<file path="config.mk">
export PLATFORM = sky130hd
export DESIGN_NAME = asi_regfile
export DESIGN_NICKNAME = d
export VERILOG_FILES = /design/src/rtl/asi_regfile_pkg.sv /design/src/rtl/asi_regfile_rdctl.sv /design/src/rtl/asi_regfile.sv
export SDC_FILE = /design/constraint.sdc
export NUM_CORES = 1
export LEC_CHECK = 0
export CAP_MARGIN = 40
export CORE_MARGIN = 4
export CORE_UTILIZATION = 30
export DETAILED_ROUTE_END_ITERATION = 10
export PLACE_DENSITY_LB_ADDON = 0.12
export SLEW_MARGIN = 20
export SYNTH_ARGS = -nofsm -noshare
export SYNTH_HDL_FRONTEND = slang
export SYNTH_SLANG_ARGS = --single-unit
</file>
<file path="constraint.sdc">
create_clock -name clk -period 6.5 [get_ports clk]
set_clock_uncertainty 0.15 [all_clocks]
set_input_delay 1.3 -clock clk [delete_from_list [all_inputs] [get_ports clk]]
set_output_delay 1.3 -clock clk [all_outputs]
set_load 0.05 [all_outputs]
</file>
<file path="src/rtl/asi_regfile_pkg.sv">
`default_nettype none
//==== asi_regfile_pkg : word map, ID default and read-FSM state type ======
//==== rev 1.0 ==============================================================
package asi_regfile_pkg;

  localparam int REG_ID     = 0;
  localparam int REG_STATUS = 1;
  localparam int REG_CTRL   = 2;
  localparam int REG_IRQEN  = 3;
  localparam int REG_CFG0   = 4;

  localparam logic [31:0] ID_VALUE_DEFAULT = 32'h4153_0001;

  typedef enum logic [1:0] {
    R_IDLE = 2'd0,
    R_WAIT = 2'd1,
    R_RESP = 2'd2
  } rd_state_t;

endpackage
`default_nettype wire

</file>
<file path="src/rtl/asi_regfile_rdctl.sv">
`default_nettype none
//==== asi_regfile_rdctl : read FSM with fixed response latency =============
//==== rev 1.0 ==============================================================
module asi_regfile_rdctl
  import asi_regfile_pkg::*;
#(
  parameter int RD_LAT = 1
) (
  input  logic clk,
  input  logic rst_n,
  input  logic r_rvalid,
  output logic capture,
  output logic r_rready
);

  localparam int CW = (RD_LAT > 2) ? $clog2(RD_LAT - 1) : 1;
  localparam logic [CW-1:0] CNT_INIT = CW'((RD_LAT > 2) ? (RD_LAT - 2) : 0);

  rd_state_t     state, state_nxt;
  logic [CW-1:0] cnt, cnt_nxt;

  always_ff @(posedge clk or negedge rst_n) begin
    if (!rst_n) begin
      state <= R_IDLE;
      cnt   <= '0;
    end else begin
      state <= state_nxt;
      cnt   <= cnt_nxt;
    end
  end

  always_comb begin
    state_nxt = state;
    cnt_nxt   = cnt;
    capture   = 1'b0;
    r_rready  = 1'b0;
    case (state)
      R_IDLE: begin
        if (r_rvalid) begin
          capture = 1'b1;
          if (RD_LAT == 1) begin
            state_nxt = R_RESP;
          end else begin
            state_nxt = R_WAIT;
            cnt_nxt   = CNT_INIT;
          end
        end
      end
      R_WAIT: begin
        if (cnt == '0) state_nxt = R_RESP;
        else           cnt_nxt   = cnt - CW'(1);
      end
      R_RESP: begin
        // request is ignored here so a held r_rvalid cannot re-trigger
        r_rready  = 1'b1;
        state_nxt = R_IDLE;
      end
      default: state_nxt = R_IDLE;
    endcase
  end

endmodule
`default_nettype wire

</file>
<file path="src/rtl/asi_regfile.sv">
`default_nettype none
//==== asi_regfile : config/status register bank with W1C status and irq ====
//==== rev 1.0 ==============================================================
module asi_regfile
  import asi_regfile_pkg::*;
#(
  parameter int          AXI_SW     = 3,
  parameter int          REG_AW     = 20,
  parameter int          REG_DW     = 32,
  parameter int          REG_WSTRBW = REG_DW / 8,
  parameter int          L          = $clog2(REG_DW / 8),
  parameter int          NUM_REGS   = 16,
  parameter int          RD_LAT     = 1,
  parameter logic [31:0] ID_VALUE   = ID_VALUE_DEFAULT
) (
  input  logic                       clk,
  input  logic                       rst_n,
  input  logic [AXI_SW-1:0]          r_wsize,
  input  logic [REG_AW-1:L]          r_waddr,
  input  logic [REG_DW-1:0]          r_wdata,
  input  logic [REG_WSTRBW-1:0]      r_wstrb,
  input  logic                       r_wlast,
  input  logic                       r_wvalid,
  output logic                       r_wready,
  input  logic [AXI_SW-1:0]          r_rsize,
  input  logic [REG_AW-1:L]          r_raddr,
  input  logic                       r_rvalid,
  output logic [REG_DW-1:0]          r_rdata,
  output logic                       r_rready,
  input  logic [31:0]                hw_set,
  output logic [31:0]                cfg_ctrl,
  output logic [(NUM_REGS-4)*32-1:0] cfg_regs,
  output logic                       irq,
  output logic                       addr_err
);

  localparam int AW   = REG_AW - L;
  localparam int NCFG = NUM_REGS - 4;

  logic [REG_DW-1:0] status, ctrl, irqen;
  logic [REG_DW-1:0] cfg [NCFG];
  logic [REG_DW-1:0] wmask, w1c, rd_val;
  logic              wr_en, w_oor, r_oor, capture;

  logic unused_ok;
  assign unused_ok = ^{r_wsize, r_rsize, r_wlast};

  always_comb begin
    wmask = '0;
    for (int b = 0; b < REG_WSTRBW; b++) wmask[b*8 +: 8] = {8{r_wstrb[b]}};
  end

  function automatic logic [REG_DW-1:0] merge(input logic [REG_DW-1:0] old,
                                              input logic [REG_DW-1:0] data,
                                              input logic [REG_DW-1:0] mask);
    return (old & ~mask) | (data & mask);
  endfunction

  assign wr_en = r_wvalid & r_wready;
  assign w_oor = r_waddr >= AW'(NUM_REGS);
  assign r_oor = r_raddr >= AW'(NUM_REGS);
  assign w1c   = (wr_en && r_waddr == AW'(REG_STATUS)) ? (r_wdata & wmask) : '0;

  always_ff @(posedge clk or negedge rst_n) begin
    if (!rst_n) begin
      r_wready <= 1'b0;
      status   <= '0;
      ctrl     <= '0;
      irqen    <= '0;
      irq      <= 1'b0;
      addr_err <= 1'b0;
      for (int i = 0; i < NCFG; i++) cfg[i] <= '0;
    end else begin
      r_wready <= 1'b1;
      // hardware set is OR-ed after the clear so it wins a same-cycle collision
      status   <= (status & ~w1c) | hw_set;
      if (wr_en && r_waddr == AW'(REG_CTRL))  ctrl  <= merge(ctrl, r_wdata, wmask);
      if (wr_en && r_waddr == AW'(REG_IRQEN)) irqen <= merge(irqen, r_wdata, wmask);
      for (int i = 0; i < NCFG; i++)
        if (wr_en && r_waddr == AW'(REG_CFG0 + i)) cfg[i] <= merge(cfg[i], r_wdata, wmask);
      irq      <= |(status & irqen);
      addr_err <= (wr_en & w_oor) | (capture & r_oor);
    end
  end

  always_comb begin
    rd_val = '0;
    if (r_raddr == AW'(REG_ID))     rd_val = ID_VALUE;
    if (r_raddr == AW'(REG_STATUS)) rd_val = status;
    if (r_raddr == AW'(REG_CTRL))   rd_val = ctrl;
    if (r_raddr == AW'(REG_IRQEN))  rd_val = irqen;
    for (int i = 0; i < NCFG; i++)
      if (r_raddr == AW'(REG_CFG0 + i)) rd_val = cfg[i];
  end

  always_ff @(posedge clk or negedge rst_n) begin
    if (!rst_n)       r_rdata <= '0;
    else if (capture) r_rdata <= rd_val;
  end

  asi_regfile_rdctl #(.RD_LAT(RD_LAT)) u_rdctl (
    .clk      (clk),
    .rst_n    (rst_n),
    .r_rvalid (r_rvalid),
    .capture  (capture),
    .r_rready (r_rready)
  );

  assign cfg_ctrl = ctrl;

  for (genvar i = 0; i < NCFG; i++) begin : g_cfg_out
    assign cfg_regs[i*32 +: 32] = cfg[i];
  end

endmodule
`default_nettype wire
</file>
# ---- Word-level counts from Yosys, hierarchy flattened
# Index checks and enable logic that the tools add are counted.
dict set report classes {
  addsub 1
  bitwise 38
  n_eq_ne 34
  n_reduce_logical 19
  muxes 24
  order_cmp 2
}
# operator n
set ops {}
lappend ops {{bitwise AND 32 bit} 17}
lappend ops {{2-to-1 mux 32 bit} 16}
lappend ops {{bitwise OR 32 bit} 15}
lappend ops {{equality test 18 x 4 -> 1 bit, second input constant} 16}
lappend ops {{equality test 18 x 3 -> 1 bit, second input constant} 8}
lappend ops {{equality test 18 x 2 -> 1 bit, second input constant} 4}
lappend ops {{NOT 32 bit} 2}
lappend ops {{equality test 18 x 1 -> 1 bit, second input constant} 2}
lappend ops {{>= comparator 18 x 5 -> 1 bit, second input constant} 2}
lappend ops {{OR reduction 32 bit} 1}
lappend ops {{2-to-1 mux 31 bit} 1}
lappend ops {{zero test 18 bit} 1}
lappend ops {{logical AND 1 bit} 15}
lappend ops {{2-to-1 mux 1 bit} 4}
lappend ops {{2-to-1 mux 2 bit} 2}
lappend ops {{inequality test 2 bit, second input constant} 2}
lappend ops {{case mux 2 bit (2 select lines)} 1}
lappend ops {{bitwise AND 1 bit} 3}
lappend ops {{equality test 2 x 1 -> 1 bit, second input constant} 1}
lappend ops {{equality test 2 bit, second input constant} 1}
lappend ops {{zero test 2 bit} 1}
lappend ops {{AND reduction 2 bit} 1}
lappend ops {{bitwise OR 1 bit} 1}
lappend ops {{subtractor 1 bit, second input constant} 1}
dict set report word_totals {
  reg_bits 518
  out_inout_bits 452
}

# ---- Longest topological paths before layout
# Gate-level depths: netlist of run 1.
dict set report depth {
  ltp_word 17
  mapped_depth 10
  ltp_nobuf 6
}

# ---- By module
# From an unflattened synthesis of run 1, not the netlist that was laid out.
dict set report hier_totals {
  hier_cells 2000
  hier_area_um2 24297.1
}
# module area_each_um2 cells_per_inst n_inst
set by_module_without_submodules {}
lappend by_module_without_submodules {asi_regfile 24259.5 1997 1}
lappend by_module_without_submodules {asi_regfile_rdctl 37.5 3 1}

# ---- Least setup slack after synthesis of run 1
# OpenSTA, ideal clock, no wires.
dict set report synth_path {
  path_kind {input to register}
  from {input r_waddr[17] in the netlist's numbering}
  to {register (tool-made name)}
  arrival_time_ns 3.416
  path_buffers 0
  path_slack_ns 2.806
  path_stages 6
  setup_time_ns 0.128
  path_cell_list {or4_1 or3_1 nor3_2 nor4b_4 nand2_4 mux2_1}
}
# item line_no
set synth_lines {}
lappend synth_lines {{from (decl)} asi_regfile.sv:19} ;# input logic [REG_AW-1:L] r_waddr,

# ---- Worst setup path in the final report of run 1
dict set report layout_path {
  from {input r_raddr[10] in the netlist's numbering}
  to {register r_rdata[13]}
}
dict set report layout_via {
  elab_chain_cells 16
  elab_cells_between_ends 30
  cone_classes {eq/ne (15); mux (15)}
}
# item line_no
set layout_rtl {}
lappend layout_rtl {{from (decl)} asi_regfile.sv:26} ;# input logic [REG_AW-1:L] r_raddr,
lappend layout_rtl {{equality test 18 x 1 -> 1 bit} asi_regfile.sv:89} ;# if (r_raddr == AW'(REG_STATUS)) rd_val = status;
lappend layout_rtl {{2-to-1 mux 32 bit} asi_regfile.sv:89}
lappend layout_rtl {{2-to-1 mux 32 bit} asi_regfile.sv:90} ;# if (r_raddr == AW'(REG_CTRL)) rd_val = ctrl;
lappend layout_rtl {{2-to-1 mux 32 bit} asi_regfile.sv:91} ;# if (r_raddr == AW'(REG_IRQEN)) rd_val = irqen;
lappend layout_rtl {{2-to-1 mux 32 bit (11 in a row)} asi_regfile.sv:93} ;# if (r_raddr == AW'(REG_CFG0 + i)) rd_val = cfg[i];
lappend layout_rtl {{2-to-1 mux 32 bit (*)} asi_regfile.sv:93}
lappend layout_rtl {{to (signal assigned)} asi_regfile.sv:98} ;# else if (capture) r_rdata <= rd_val;
lappend layout_rtl {{to (decl)} asi_regfile.sv:28} ;# output logic [REG_DW-1:0] r_rdata,
# Mark *: on every way between the ends. The rest lies on a longest branch, timed or not.
# A chain may end at the register's enable or synchronous reset.

==> results.ini, run 1 <==
[timing]
fmax_mhz = 223
setup_tns_ps = 0
setup_viol = 0
period_share = 0.689
tightest_slew_ps = 971
max-slew-margin-rel = 0.352
final_max_slew_viol_count = 0
finalHoldViolations = 0
fin_crit_ps = 4480
fin_ws_ps = 2020
grt_setup_unrepaired = no

[pwr]
cellLeakagePower_nw = 14.8
p_sw_mw = 1.81
p_seq_frac = 0.442
p_int_mw = 5.51
peakVddDrop_v = 0.000182
power_per_cell_area_nw_per_um2 = 218
netSwitchingFraction = 0.247
comb_power_share = 0.072
clockPowerShare = 0.487

[synth]
yosys.cell_types.count = 68
synth_seq_area_share = 0.532
synth_cells = 1981
ys.flop_type = dfrtp_1
yosysWarnings = 0
yosysMostFrequentCell = dfrtp_1
synth_area_per_cell_um2 = 12.3
yosysTopAreaCell = dfrtp_1
synth.top_cell.area_share = 0.532
synth_seq_cells = 516
async_flop_share = 1.00
synth_nets = 2096
syn-cell-area_um2 = 24300
synth.area.top_cells = dfrtp_1 (53%), mux2_2 (21%), mux2i_1 (2.3%), nand2_1 (1.7%), a21oi_1 (1.6%)
synth_common_cells = dfrtp_1 (516), mux2_2 (461), nand2_1 (107), clkbuf_1 (102), nor2_1 (94)
synth_edf_count = 0

[floorplan]
core_area_um2 = 80400
row_count = 104
die_x_um = 292
start_util = 0.302
io_pins = 567
die_area_um2 = 85500
chipHeight_um = 292

[setup_path]
crit_fanout = 33
endpoint_kind = register
crit_arrival_ps = 4830
worstSetupPathType = in -> reg
worstRegToRegCells = 7
crit_path_start_kind = input pin
cp.required_ps = 6850

[place]
port_buffers = 559
post-place-ws_ps = 1340
place_congestion = 0.837
dp_hpwl_mm = 89.8
place_inst = 3550
place_area_um2 = 31500

[clocking]
cts_sinks = 516
cts.path.max_buffers = 3
clkLatencyLatePin_ps = 620
clkTransAtPathRegs_ps = 60
cts_root_buffer = clkbuf_16
htree_levels = 2
cts_made_buffers = 61
cts_hold_buf = 0
post_cts_resized = 0
cts_tree = built
postCtsSetupRepairBufs = 0

[route]
wire_per_inst_um = 33.5
ant_nets = 0
vias_per_cell = 5.57
drt-initial-drc-count = 1750
drt_wl_total_mm = 123
num_vias = 20500
drt-pass1-iter-count = 5
drc = 0

[finish]
final_layout_size_suffix_gt1_frac = 0.272
areaGrowthSynthToFinish_pct = 38.5
final-instance-count-excl-fill = 3676
n_fill_cell = 7677
nets = 2672
finalInstanceArea_um2 = 33600

[global_route]
grt_overflow = 0
antenna_found_initial = 17
grt_pass1_wl_mm = 168
grt_max_degree = 183
grt.total_usage = 0.278
grt_pass1_vias = 20600

[min_path]
hold_depth = 1
hp-class = reg -> reg

[status]
outcome = completed

[run]
cap_violations = 0

## routing by layer
| layer | share of wire | routed length (µm) | GRT usage | up-vias |
|---|---|---|---|---|
| li1 | - | - | - | 8606 |
| met1 | 0.41 | 50000 | 0.357 | 10700 |
| met2 | 0.47 | 57200 | 0.446 | 947 |
| met3 | 0.088 | 10900 | 0.0826 | 209 |
| met4 | 0.039 | 4850 | 0.0975 | 12 |
| met5 | 0.00073 | 90 | 0 | - |
## cell type report
class                   instances  area [µm²]  share of cell area
well taps                    1060        1330              0.0394
multi-input cells            1318       10900               0.323
inverters                      12        45.0             0.00134
flip-flops and latches        516       12900               0.384
clock buffers                  87        1780              0.0531
clock inverters                23         279             0.00830
diodes                         12        30.0            0.000893
repair buffers                648        6400               0.190
## per-stage QoR
step                hold slack (ps)  utilization  power (mW)
finish                          352        0.418        7.32
global route                    376        0.418        7.55
CTS                             354        0.417        7.39
detailed placement              340        0.391        3.81
global placement                333        0.389        3.80
floorplan                       317            -        3.50
## cells in the final DEF, fill, tap and decap left out, drive strengths merged, types with 11 or more instances in the layout
cell	count
o22ai	16
clkinv	13
o21ai	54
dfrtp	516
a22oi	27
nor3	33
clkdlybuf4s50	556
nor2	98
a21oi	77
mux2i	55
nand4	21
clkbuf	87
o211ai	18
o2bb2ai	16
buf	90
a21o	41
and3	11
nand2	111
o221ai	24
diode	12
inv	12
mux4	12
o2111ai	18
a221oi	12
nand3	58
a31oi	13
mux2	466
## cells by family (layout without fill, tap and decap cells)
logic type	count (synthesis)	count (layout)	share of synthesized area
DFF	516	516	0.532
muxes	533	533	0.250
and+or+nand+nor	394	394	0.0800
other	1	13	0.000154
buffers and inverters	147	770	0.0236
AOI/OAI and AO/OA	390	390	0.114
## worst paths after layout
check,start,end,slack (ps)
setup / recovery,r_raddr[10],r_rdata[13],2020
hold / removal,status[14],status[14],350
setup reg to reg,r_wready,register,3370
hold reg to reg,status[14],status[14],350
max in group asynchronous,rst_n,async pin,4240
min in group asynchronous,rst_n,async pin,450
## critical path, stage by stage
cell and delay [ps]:
clkdlybuf4s50_1 450, or4_1 830, nor4_4 330, buf_4 520, nand3_1 590, a2bb2oi_1 320
nor3_1 330, o21ai_0 120
## power by group through the flow
stage                     Combinational [mW]  Sequential, mW  Clock (mW)
final                                  0.524            3.23        3.56
after global routing                   0.553            3.23        3.77
after CTS                              0.520            3.23        3.63
after detailed placement               0.518            3.29           0
after global placement                 0.508            3.29           0
after floorplan                        0.163            3.33           0
Note: power is estimated with default switching activity, not from simulation.
==> run 2, diff against run 1 <==
Clock period 6.5 ns to 4.7 ns, I/O delays scaled along.
==> run 2 against run 1 <==
  * Worst hold slack lost 110 ps
  * Global-route usage decreased by 0.22 points
  * First-iteration DRC count decreased by 3.1%
  * Final cell count grew 0.82%
  * Clock power rose by 45%
  * Sequential power rose by 38%
  * Non-clock buffer count grew 36
  * Critical path depth unchanged
  * Via count increased by 0.68%
  * Die area unchanged
  * Total power is 42% higher
  * Highest routed layer unchanged
==> results.ini, run 2 (synthesis results as in run 1) <==
[status]
outcome = completed

[clocking]
cts_sinks = 516  ; unchanged
clkLatencyLatePin_ps = 620  ; about the same
postCtsSetupRepairBufs = 0  ; unchanged
clkTransAtPathRegs_ps = 60  ; about the same
cts_hold_buf = 0  ; unchanged
cts_tree = built
cts.path.max_buffers = 3  ; unchanged
htree_levels = 2  ; unchanged
post_cts_resized = 0  ; unchanged
cts_made_buffers = 60  ; -1.6%
cts_root_buffer = clkbuf_16

[timing]
fin_hold_ws_ps = 239  ; -112 ps
grt_setup_unrepaired = no
final_max_slew_viol_count = 0  ; unchanged
finalHoldViolations = 0  ; unchanged
setup_tns_ps = 0  ; unchanged
tightest_slew_ps = 974  ; +3.07 ps
setup_viol = 0  ; unchanged
period_share = 0.794
fin_crit_ps = 3730
max-slew-margin-rel = 0.350  ; -0.00205
fin_ws_ps = 967  ; -1050 ps
fmax_mhz = 268

[global_route]
grt_max_degree = 114  ; -38%
antenna_found_initial = 13  ; -4
grt_pass1_wl_mm = 168  ; -0.21%
grt_pass1_vias = 20900  ; +1.6%
grt_overflow = 0  ; unchanged
grt.total_usage = 0.275  ; -0.00220

[finish]
nets = 2707  ; +1.3%
mostFrequentLayoutCells = clkdlybuf4s50_1 (556), dfrtp_1 (516), mux2_2 (461), buf_4 (114), nand2_1 (107)
final-instance-count-excl-fill = 3706  ; +0.82%
final_common_cell = clkdlybuf4s50_1
n_fill_cell = 7615  ; -0.81%
final_layout_size_suffix_gt1_frac = 0.281  ; +0.00983
areaGrowthSynthToFinish_pct = 40.0
ff_latch_area_um2 = 12900  ; unchanged
multi_input_comb_area_um2 = 10800  ; about the same

[floorplan]
die_area_um2 = 85500  ; unchanged
io_pins = 567  ; unchanged
die_x_um = 292  ; unchanged
start_util = 0.302  ; unchanged
chipHeight_um = 292  ; unchanged
core_area_um2 = 80400  ; unchanged
row_count = 104  ; unchanged

[setup_path]
path_cells = clkdlybuf4s50_1 > or4_1 > nor4_4 > buf_12 > nand3_1 > a2bb2oi_1 > nor3_1 > o21ai_0
worstRegToRegCells = 5  ; -2
cp.depth = 8  ; unchanged
path_buf_inv = 2  ; unchanged
endpoint_kind = register
worstSetupPathType = in -> reg
r2r_slack_ps = 1850  ; -1520 ps
cp-endpoint = r_rdata[13]
critPathMaxStageDelay_ps = 830  ; about the same
cp_slowest_cell = or4_1
cp.required_ps = 5040  ; -1810 ps
crit_fanout = 34  ; +3.0%
reg2reg_from = r_wready
crit_path_start_kind = input pin
startpoint = r_raddr[10]
crit_arrival_ps = 4070  ; -760 ps
cpLargestDelayFamily = simple AND/OR/NAND/NOR gates

[route]
drt_wl_total_mm = 122  ; -0.84%
drc = 0  ; unchanged
num_vias = 20600  ; +0.68%
drt-initial-drc-count = 1696  ; -3.1%
drt-pass1-iter-count = 5  ; unchanged
wire_per_inst_um = 32.9  ; -1.6%
vias_per_cell = 5.56  ; -0.14%
ant_nets = 0  ; unchanged

[place]
port_buffers = 559  ; unchanged
post-place-ws_ps = 330  ; -1010 ps
place_congestion = 0.845  ; +0.97%
dp_hpwl_mm = 89.1  ; -0.74%
place_inst = 3589  ; +1.1%

[pwr]
peakVddDrop_v = 0.000262  ; +44%
cellLeakagePower_nw = 15.0  ; +1.5%
power_per_cell_area_nw_per_um2 = 305  ; +40%

[min_path]
hp-class = in -> async

[run]
cap_violations = 0  ; unchanged

run 2: how the worst min path moves through the flow:
stage / from / endpoint / cells past startpoint
detailed placement: r_rdata[22] / r_rdata[22] / 2
floorplan: status[17] / status[17] / 1
global placement: r_rdata[22] / r_rdata[22] / 2
CTS: rst_n / async pin / 1
finish: rst_n / async pin / 1
global route: rst_n / async pin / 1
run 2: metal layers:
layer | wire length, µm | vias up | GRT usage
li1 | - | 8667 | -
met1 | 49400 | 10800 | 0.352
met4 | 4920 | 14 | 0.0981
met2 | 57200 | 925 | 0.447
met3 | 10400 | 221 | 0.0785
met5 | 99 | - | 0
run 2: where the power goes:
part | internal (mW) | switching (mW) | leakage [nW] | total, mW
logic | 0.222 | 0.502 | 6.96 | 0.724
registers | 4.46 | 0.0151 | 7.01 | 4.47
clock network | 3.20 | 1.98 | 1.07 | 5.17
total | 7.88 | 2.49 | 15.0 | 10.4
run 2: cell type report:
class	instances	share of cell area
clock buffers	90	0.0534
diodes	5	0.000368
flip-flops and latches	516	0.380
well taps	1060	0.0390
clock inverters	21	0.0108
inverters	12	0.00133
multi-input cells	1318	0.319
repair buffers	684	0.196
run 2: metrics by stage:
| stage | power, mW | cell area [µm²] | utilization |
|---|---|---|---|
| 2_1_floorplan | 4.83 | 24300 | - |
| 3_3_place_gp | 5.27 | 31800 | 0.395 |
| 3_5_place_dp | 5.28 | 31800 | 0.395 |
| 4_1_cts | 10.5 | 34000 | 0.422 |
| 5_1_grt | 10.7 | 34000 | 0.423 |
| 6_report | 10.4 | 34000 | 0.423 |
==> run 3, diff against run 2 <==
Clock period 4.7 ns to 3.12 ns, I/O delays scaled along.
==> run 3 against run 2 <==
  * Count of clock-buffer cells in the layout down 4
  * Final cell count up 4.4%
  * Total power up 45%
  * Non-clock buffer count up 167
  * Final area up 4.6%
  * Routed wire length up 1.7%
  * Sequential power up 51%
  * Worst setup slack worse by 870 ps
==> results.ini, run 3 (synthesis results as in run 1) <==
[global_route]
grt_max_degree = 76  ; -33%
grt_pass1_wl_mm = 174  ; +3.4%
grt.total_usage = 0.282  ; +0.00699
grt_overflow = 0  ; unchanged
antenna_found_initial = 11  ; -2
grt_pass1_vias = 22000  ; +5.2%

[pwr]
p_int_mw = 11.3  ; +44%
comb_power_share = 0.078  ; +0.008
power_per_cell_area_nw_per_um2 = 424  ; +39%
p_seq_frac = 0.447  ; +0.016
cellLeakagePower_nw = 15.9  ; +6.0%
peakVddDrop_v = 0.000461  ; +76%
netSwitchingFraction = 0.248  ; +0.00749
clockPowerShare = 0.474  ; -0.025
p_sw_mw = 3.73  ; +50%
p_total_mw = 15.1  ; +45%

[finish]
final_common_cell = clkdlybuf4s50_1
n_fill_cell = 7592  ; -0.30%
final-instance-count-excl-fill = 3870  ; +4.4%
fin_util = 0.442  ; +0.0195
mostFrequentLayoutCells = clkdlybuf4s50_1 (556), dfrtp_1 (516), mux2_2 (461), buf_4 (239), nand2_1 (107)
final_layout_size_suffix_gt1_frac = 0.322  ; +0.0408
nets = 2873  ; +6.1%
areaGrowthSynthToFinish_pct = 46.5

[min_path]
hp-class = reg -> reg
hold_depth = 2

[status]
outcome = completed

[route]
ant_nets = 0  ; unchanged
drc = 0  ; unchanged
drt_wl_total_mm = 124  ; +1.7%
drt-initial-drc-count = 1660  ; -2.1%
num_vias = 21100  ; +2.3%
wire_per_inst_um = 32.0  ; -2.6%
drt-pass1-iter-count = 5  ; unchanged
vias_per_cell = 5.45  ; -2.0%

[timing]
fmax_mhz = 331
grt_setup_unrepaired = no
max-slew-margin-rel = 0.416  ; +0.0658
fin_crit_ps = 3020
setup_viol = 0  ; unchanged
final_max_slew_viol_count = 0  ; unchanged
setup_tns_ps = 0  ; unchanged
tightest_slew_ps = 873  ; -101 ps
period_share = 0.967
fin_hold_ws_ps = 349  ; +110 ps
finalHoldViolations = 0  ; unchanged

[floorplan]
die_area_um2 = 85500  ; unchanged
core_area_um2 = 80400  ; unchanged
row_count = 104  ; unchanged
die_x_um = 292  ; unchanged
io_pins = 567  ; unchanged
chipHeight_um = 292  ; unchanged
start_util = 0.302  ; unchanged

[clocking]
cts.path.max_buffers = 3  ; unchanged
cts_tree = built
cts_root_buffer = clkbuf_16
cts_sinks = 516  ; unchanged
cts_made_buffers = 59  ; -1.7%
htree_levels = 2  ; unchanged
clkTransAtPathRegs_ps = 60  ; about the same
clkLatencyLatePin_ps = 620  ; about the same

[place]
place_congestion = 0.883  ; +4.5%
dp_hpwl_mm = 94.3  ; +5.8%
port_buffers = 559  ; unchanged
place_inst = 3753  ; +4.6%

[setup_path]
cp.required_ps = 3460  ; -1580 ps
endpoint_kind = register
crit_arrival_ps = 3360  ; -710 ps
crit_fanout = 4  ; -88%
worstSetupPathType = in -> reg
worstRegToRegCells = 7  ; +2
crit_path_start_kind = input pin

[run]
cap_violations = 0  ; unchanged

[run 3: cell count changes in the layout (fill, tap and decap cells not counted), moves of 2 or more]
cell,change
clkinv_4,+3
clkinvlp_4,-3
clkinv_2,+8
buf_6,-2
buf_12,+40
clkbuf_8,-8
buf_4,+125
bufinv_16,-5
clkbuf_1,+4
buf_8,+3
[run 3: final cells by class]
cell class	count	area, µm²	share of cell area
Antenna cell	4	10.0	0.000282
Clock inverter	23	251	0.00707
Inverter	12	45.0	0.00127
Tap cell	1060	1330	0.0373
Multi-Input combinational cell	1318	10900	0.305
Clock buffer	86	1720	0.0484
Sequential cell	516	12900	0.363
Timing Repair Buffer	851	8430	0.237
[run 3: timing repair]
action,CTS,global route
hold endpoints to repair,46,0
hold buffers,1,0
buffers inserted,0,0
endpoints found under the setup margin,0,33
resized for setup,0,2
[run 3: final timing paths]
path | start | endpoint | slack [ps]
max | r_waddr[17] | register | 100
max reg2reg | r_wready | register | 660
min reg2reg | r_rdata[22] | r_rdata[22] | 350
min in group asynchronous | rst_n | async pin | 420
max in group asynchronous | rst_n | async pin | 1470
min | r_rdata[22] | r_rdata[22] | 350
[run 3: layer usage]
| metal | up-vias | GRT usage | share of wire |
|---|---|---|---|
| li1 | 9023 | - | - |
| met3 | 219 | 0.0782 | 0.082 |
| met4 | 10 | 0.0985 | 0.040 |
| met5 | - | 0 | 0.00040 |
| met1 | 11000 | 0.364 | 0.41 |
| met2 | 886 | 0.458 | 0.46 |
[run 3: metrics by stage]
step / worst slack (ps) / instance area (µm²)
floorplan: 102 / 24300
global placement: -592 / 33500
detailed placement: -571 / 33500
CTS: 81.2 / 35500
global route: 30.1 / 35500
finish: 102 / 35600
[run 3: power groups by stage]
stage	clock network (mW)	logic, mW	registers (mW)
finish	7.15	1.18	6.73
detailed placement	0	1.17	6.86
CTS	7.27	1.18	6.73
global route	7.57	1.26	6.73
global placement	0	1.16	6.86
floorplan	0	0.340	6.94
[run 3: worst max-delay path: stages]
cell and delay, ps:
clkdlybuf4s50_1 390, or4_1 660, or3_1 450, or3_1 380, buf_4 190, nor2_2 140
buf_4 170, mux2_2 340
